### src/rtl/vga_640x480.sv
// ---------------------------------------------------------------------------
// vga_640x480 : 640x480 @ 60 Hz VGA timing generator.
//
// A 2-bit free-running divider turns the 100 MHz clk into a 25 MHz pixel
// tick (one tick every 4 clk). On each tick the horizontal counter hc
// advances; at the end of a line it wraps and the vertical counter vc
// advances. Sync and visible-area flags are decoded combinationally from the
// registered counters, so they carry no extra latency.
//
// Ports:
//   clk         in   100 MHz system clock
//   clr         in   synchronous, active-high reset
//   hsync       out  horizontal sync, active-low (low while hc < HSP)
//   vsync       out  vertical sync, active-low (low while vc < VSP)
//   hc [10:0]   out  horizontal pixel counter, 0 .. HPIXELS-1
//   vc [10:0]   out  vertical line counter, 0 .. VLINES-1
//   vidon       out  1 inside [HBP,HFP) x [VBP,VFP); gates the colour path
//   frame_start out  one-clk registered pulse after the frame wrap
//   frame_cnt   out  8-bit frame counter (only with VGA_FRAMECNT_EN)
//
// Configuration macro:
//   VGA_FRAMECNT_EN  adds the frame_cnt port and its register. Without it the
//                    port and register are absent and all else is identical.
// ---------------------------------------------------------------------------
module vga_640x480 #(
    parameter int HPIXELS = 800,
    parameter int VLINES  = 521,
    parameter int HSP     = 128,
    parameter int HBP     = 144,
    parameter int HFP     = 784,
    parameter int VSP     = 2,
    parameter int VBP     = 31,
    parameter int VFP     = 511
) (
    input  logic        clk,
    input  logic        clr,
    output logic        hsync,
    output logic        vsync,
    output logic [10:0] hc,
    output logic [10:0] vc,
    output logic        vidon,
    output logic        frame_start
`ifdef VGA_FRAMECNT_EN
    ,
    output logic [7:0]  frame_cnt
`endif
);

    localparam logic [10:0] H_LAST = 11'(HPIXELS - 1);
    localparam logic [10:0] V_LAST = 11'(VLINES - 1);
    localparam logic [10:0] H_SP   = 11'(HSP);
    localparam logic [10:0] H_BP   = 11'(HBP);
    localparam logic [10:0] H_FP   = 11'(HFP);
    localparam logic [10:0] V_SP   = 11'(VSP);
    localparam logic [10:0] V_BP   = 11'(VBP);
    localparam logic [10:0] V_FP   = 11'(VFP);

    logic [1:0]  div_q, div_d;
    logic [10:0] hc_q, hc_d;
    logic [10:0] vc_q, vc_d;
    logic        frame_start_q, frame_start_d;
    logic        tick;
    logic        h_wrap;
    logic        v_wrap;

    // Next-state logic for the divider and the two counters.
    // NOTE: every signal written here gets a default first, so no path
    // leaves a value unassigned and no latch is inferred.
    always_comb begin
        tick          = (div_q == 2'd3);
        // ">=" rather than "==" so an out-of-range count also wraps.
        h_wrap        = (hc_q >= H_LAST);
        v_wrap        = (vc_q >= V_LAST);
        div_d         = div_q + 2'd1;
        hc_d          = hc_q;
        vc_d          = vc_q;
        frame_start_d = 1'b0;

        if (tick) begin
            if (h_wrap) begin
                hc_d = '0;
                if (v_wrap) begin
                    vc_d          = '0;
                    frame_start_d = 1'b1;
                end else begin
                    vc_d = vc_q + 11'd1;
                end
            end else begin
                hc_d = hc_q + 11'd1;
                // A line count already past the frame end is pulled back at
                // once instead of waiting for the end of the line.
                if (vc_q > V_LAST) begin
                    vc_d = '0;
                end
            end
        end
    end

    // NOTE: clr is sampled on the clock edge and overrides tick and wrap;
    // non-blocking assignments keep every flop updating from pre-edge values.
    always_ff @(posedge clk) begin
        if (clr) begin
            div_q         <= '0;
            hc_q          <= '0;
            vc_q          <= '0;
            frame_start_q <= 1'b0;
        end else begin
            div_q         <= div_d;
            hc_q          <= hc_d;
            vc_q          <= vc_d;
            frame_start_q <= frame_start_d;
        end
    end

`ifdef VGA_FRAMECNT_EN
    logic [7:0] frame_cnt_q, frame_cnt_d;

    // Counts during the clk in which frame_start is high; wraps modulo 256.
    always_comb begin
        frame_cnt_d = frame_cnt_q + {7'd0, frame_start_q};
    end

    always_ff @(posedge clk) begin
        if (clr) begin
            frame_cnt_q <= '0;
        end else begin
            frame_cnt_q <= frame_cnt_d;
        end
    end

    assign frame_cnt = frame_cnt_q;
`endif

    // Decoded straight from the registered counters: zero added latency.
    assign hc          = hc_q;
    assign vc          = vc_q;
    assign hsync       = (hc_q >= H_SP);
    assign vsync       = (vc_q >= V_SP);
    assign vidon       = (hc_q >= H_BP) && (hc_q < H_FP) &&
                         (vc_q >= V_BP) && (vc_q < V_FP);
    assign frame_start = frame_start_q;

endmodule

### config.mk
export PLATFORM = sky130hd
export DESIGN_NAME = vga_640x480
export DESIGN_NICKNAME = d
export VERILOG_FILES = /design/src/rtl/vga_640x480.sv
export SDC_FILE = /design/constraint.sdc
export NUM_CORES = 1
export LEC_CHECK = 0
export ABC_AREA = 1
export BUFFER_PORTS_ARGS = -buffer_cell sky130_fd_sc_hd__buf_2
export CAP_MARGIN = 10
export CORE_UTILIZATION = 50
export DETAILED_ROUTE_END_ITERATION = 16
export PLACE_DENSITY = 0.77
export SLEW_MARGIN = 20
export SYNTH_ARGS = -nofsm -noshare
export SYNTH_HDL_FRONTEND = slang
export SYNTH_SLANG_ARGS = --single-unit
### constraint.sdc
create_clock -name clk -period 1.42 [get_ports clk]
set_input_delay 0.284 -clock clk [delete_from_list [all_inputs] [get_ports clk]]
set_output_delay 0.284 -clock clk [all_outputs]
set_load 0.01 [all_outputs]
# Word-level counts from Yosys, hierarchy flattened
# Cells that the tools add are included.
[op_classes]
add_sub_neg = 3
magnitude_cmp = 9
eq_ne = 1
muxes = 5
n_bitwise = 2
reduce_logical = 6
[op_table]
columns = ["operator", "n"]
rows = [
  ["two-way mux 11 bit", 4],
  ["adder 11 x 1 -> 11 bit (second input constant)", 2],
  [">= comparator 11 x 10 -> 1 bit (second input constant)", 2],
  [">= comparator 11 x 8 -> 1 bit (second input constant)", 2],
  [">= comparator 11 x 2 -> 1 bit (second input constant)", 1],
  [">= comparator 11 x 5 -> 1 bit (second input constant)", 1],
  ["greater-than comparator 11 x 10 -> 1 bit (second input constant)", 1],
  ["less-than comparator 11 x 10 -> 1 bit (second input constant)", 1],
  ["less-than comparator 11 x 9 -> 1 bit (second input constant)", 1],
  ["logical AND 1 bit", 3],
  ["OR reduction 3 bit", 1],
  ["adder 2 x 1 -> 2 bit (second input constant)", 1],
  ["== test 2 bit (second input constant)", 1],
  ["NOT 1 bit", 2],
  ["AND reduction 2 bit", 1],
  ["nonzero test 2 bit", 1],
  ["two-way mux 1 bit", 1],
]
[totals]
regBits = 25
out_inout_bits = 26
word_cells = 30

# Depth between registers and ports, before layout
[logic_depth]
word_depth = 4
ltp_mapped = 9
mapped_depth_nobuf = 9

# Least setup slack after synthesis
# No wires, ideal clock.
[synth_timing]
path_type = "flip-flop to output port"
startpoint = "register vc_q[1] (netlist: vc[1])"
endpoint = "output vidon"
t_arrival_ps = 1291
path_slack_ps = -155
stages_incl_launch_ff = 6
path_buffers = 0
cell_sequence = "dfxtp_1 -> ha_1 -> nand3_1 -> inv_1 -> nor3b_1 -> nor3_1"
[synth_between]
elab_chain_len = 3
[synth_rtl]
columns = ["item", "line", "rtl"]
rows = [
  ["start: declaration", "60", "logic [10:0] vc_q, vc_d;"],
  ["start signal: assignment", "110", "vc_q <= vc_d;"],
  [">= comparator 11 x 5 -> 1 bit", "140", "(vc_q >= V_BP) && (vc_q < V_FP);"],
  ["logical AND 1 bit", "139", "assign vidon = (hc_q >= H_BP) && (hc_q < H_FP) &&"],
  ["logical AND 1 bit *", "140", ""],
  ["end: declaration", "41", "output logic vidon,"],
]
# Every way passes the cells marked *; elsewhere a longest branch is shown, timed or not.

# Worst setup path after layout
[layout_timing]
startpoint = "register vc_q[7] (netlist: vc[7])"
endpoint = "output vidon"
# Same word-level chain as after synthesis.

==> flow_summary_export.csv <==
group,metric,value,unit
drt,drtIter0Drc,177,
finish,num_antenna_cells,0,
setup_path,r2r_start,"vc[1]$_SDFFE_PP0P_",
setup_path,crit_arrival,1490,ps
outcome,status,"finished, violations left",
die,die_w,58.4,µm
placement,dp.cells,318,
placement,hpwl,3.02,mm
synth,syn_inst,221,
setup_path,start_kind,"register",
finish,fill_cells,188,
timing,final_min_period_over_clock_period,125,%
timing,setup_viol,18,
setup_path,cp_max_fo,5,
grt,grt_pass1_vias,1684,
die,die_h,58.4,µm
grt,gr-total-overflow,0,
grt,antenna_found_initial,0,
job,maxCapViolCount,0,
drt,avgRoutedWirePerCell,16.7,µm
drt,viasPerCell,5.95,
synth,yosysSeqAreaShare,31.4,%
power_and_ir_drop,vdd_drop_max,378,µV
die,row_count,20,
finish,syn_to_final_growth,50.7,%
cts,numCtsBuffers,3,
placement,io_buffers,27,
finish,instances_no_fill,335,
drt,wirelength,5.61,mm
timing,rsz0062_at_grt,"true",
die,ioPinCount,28,
die,start_util,52.6,%
die,die-area,3410,µm²
placement,dpl_cell_area,2010,µm²
synth,synth.avg_cell_area,7.20,µm²
cts,h-tree-depth,1,
cts,ctsLongestPathBuffers,2,
timing,clock.fmax,563,MHz
placement,gp_congestion,0.914,
setup_path,cp-end-kind,"output pin",
timing,holdWs,308,ps
cts,holdBufCountCts,0,
timing,fin_skew,5.66,ps
grt,grtUsageMet3,3.08,%
setup_path,crit_start,"vc[7]$_SDFFE_PP0P_",
synth,synthMuxAreaShare,0,%
drt,dr_total_vias,1994,
synth,ys_warn_count,0,
synth,synth-compound-area-share,10.9,%
setup_path,crit_slowest_cell,"dfxtp_2",
timing,setup_slack,-356,ps
synth,yosysTopAreaCellShare,31.4,%
cts,tritoncts,"built",
finish,fin_nets,299,
setup_path,worstPathRequired,1140,ps
grt,grt_start_max_net_pins,15,
cts,clk_latency,340,ps
grt,grt_usage,28.4,%
drt,drc_errors,0,
cts,clk_transition_reported_paths,150,ps
setup_path,path_cells,"nor2_2, nand4_1, nor3b_4, nor3_2, buf_2",
timing,worst_pin_slew,324,ps
power_and_ir_drop,p_per_area,468,nW/µm²
power_and_ir_drop,power.total,1.12,mW
timing,maxSlewViolCount,0,
synth,synthAdderAreaFrac,3.93,%
drt,drtPass1Iterations,6,
synth,synth-xor-area-share,1.10,%
synth,synthSimpleGateAreaFrac,43.8,%
finish,utilization,79.2,%
timing,final_hold_viol_count,0,
setup_path,setup.worst_path.class,"register to output pin",
setup_path,crit_path_max_incr_delay,390,ps
finish,drive_gt1_share,58.1,%
power_and_ir_drop,p_leak,1.09,nW
cts,cts_sinks,25,
timing,min_period,1780,ps
grt,grt_busiest_layer,"met2",
min_path,hold_class,"primary input to register",
synth,yosysTopAreaCell,"dfxtp_1",
die,coreArea,3030,µm²
synth,synth_area_leaders,"dfxtp_1 31%, nand2_1 11%, nand4_1 5.1%",
grt,grtUsageMet1,34.1,%
synth,synth_top_family_by_area,"simple AND/OR/NAND/NOR gates",
min_path,min-delay-start,"clr",
synth,synth_nets,228,
grt,grt_pass1_wl,7.31,mm
synth,syn_area,1590,µm²
outcome,violations,"setup timing",
drt,postRouteAntennaNets,0,
synth,ys_ff_latch,25,
synth,synth_cell_types,30,
cts,cts_root_buffer,"clkbuf_4",
finish,finalInstanceArea,2400,µm²
grt,grt_use_met2,49.8,%
timing,slew_headroom,78.4,%
## layer usage
layer	vias up	wire length [µm]
met4	0	253
li1	878	-
met3	35	506
met5	-	0
met2	149	2820
met1	932	2030
## sequential cells by signal (all words and copies together), names as in the netlist
| register | cells |
|---|---|
| div_q | 2 |
| frame_start | 1 |
| hc | 11 |
| vc | 11 |
## through the flow
stage / TNS, ps / worst slack, ps
after floorplan: -9.61 / -9.61
after global placement: -12.2 / -12.2
after detailed placement: 0 / 1.09
after CTS: -1690 / -270
after global routing: -4230 / -437
final: -3540 / -356
## worst paths after layout
path	endpoint	slack, ps	cells after the start
setup / recovery	vidon	-360	5
hold reg to reg	div_q[0]$_SDFF_PP0_	440	1
hold / removal	vc[6]$_SDFFE_PP0P_	310	3
setup reg to reg	vc[4]$_SDFFE_PP0P_	-310	10
## synthesized netlist by cell type
master and count:
nand2_1 45, dfxtp_1 25, inv_1 21, nor2_1 19, nand3_1 15, nand4_1 13, a21oi_2 8, nand3_2 8
o21ai_0 8, a21oi_1 7, inv_2 7, nor3_1 7, nand2_2 6, nor2_2 6, ha_1 5, nor3_2 3
buf_6 2, nand2_4 2, nor3b_1 2, xor2_1 2, buf_1 1, buf_2 1, clkbuf_1 1, nand4_2 1
nor2_4 1, nor3b_2 1, nor4_1 1, o21ai_1 1, o21ai_4 1, o21bai_1 1
## cell usage in the layout, fill, tap and decap left out, types with 6 or more instances in the layout
cell type and n:
a21oi_2 10, buf_2 25, buf_4 39, buf_6 6
dfxtp_2 12, dfxtp_4 8, inv_1 17, inv_2 9
nand2_1 41, nand2_2 7, nand3_1 9, nand3_2 13
nand4_1 13, nor2_1 15, nor2_2 6, o21ai_0 7
## worst max-delay path, delay by kind of cell (launching register included)
kind          cells  cell delay, ps
simple gates      4             630
flops             1             390
buf+inv           1             140
## final cells by class
class | count | area [µm²] | area share (%)
Multi-Input combinational cell | 163 | 1150 | 48.1
Sequential cell | 25 | 546 | 22.7
Timing Repair Buffer | 71 | 505 | 21.1
Inverter | 28 | 110 | 4.59
Tap cell | 44 | 55.1 | 2.30
Clock buffer | 3 | 22.5 | 0.939
Clock inverter | 1 | 5.00 | 0.209
## where the power goes
part	total [mW]	internal (mW)	switching [mW]	leakage, nW
Combinational	0.0653	0.0215	0.0438	0.858
Sequential	0.703	0.696	0.00682	0.215
Clock	0.354	0.106	0.248	0.0177
## logic make-up (layout without fill, tap and decap cells)
kind of cell / count (synthesis) / in the layout
fa+ha+maj: 5 / 5
compound gates: 26 / 26
flops: 25 / 25
simple gates: 130 / 130
xor+xnor: 2 / 2
buf+inv: 33 / 103
## timing repair
action	4_1_cts	5_1_grt
cloned	0	0
endpoints found under the setup margin	6	22
gates resized for setup	36	39
buffers inserted	10	3
pin swaps	7	11
Power figures use the tool's default switching activity.
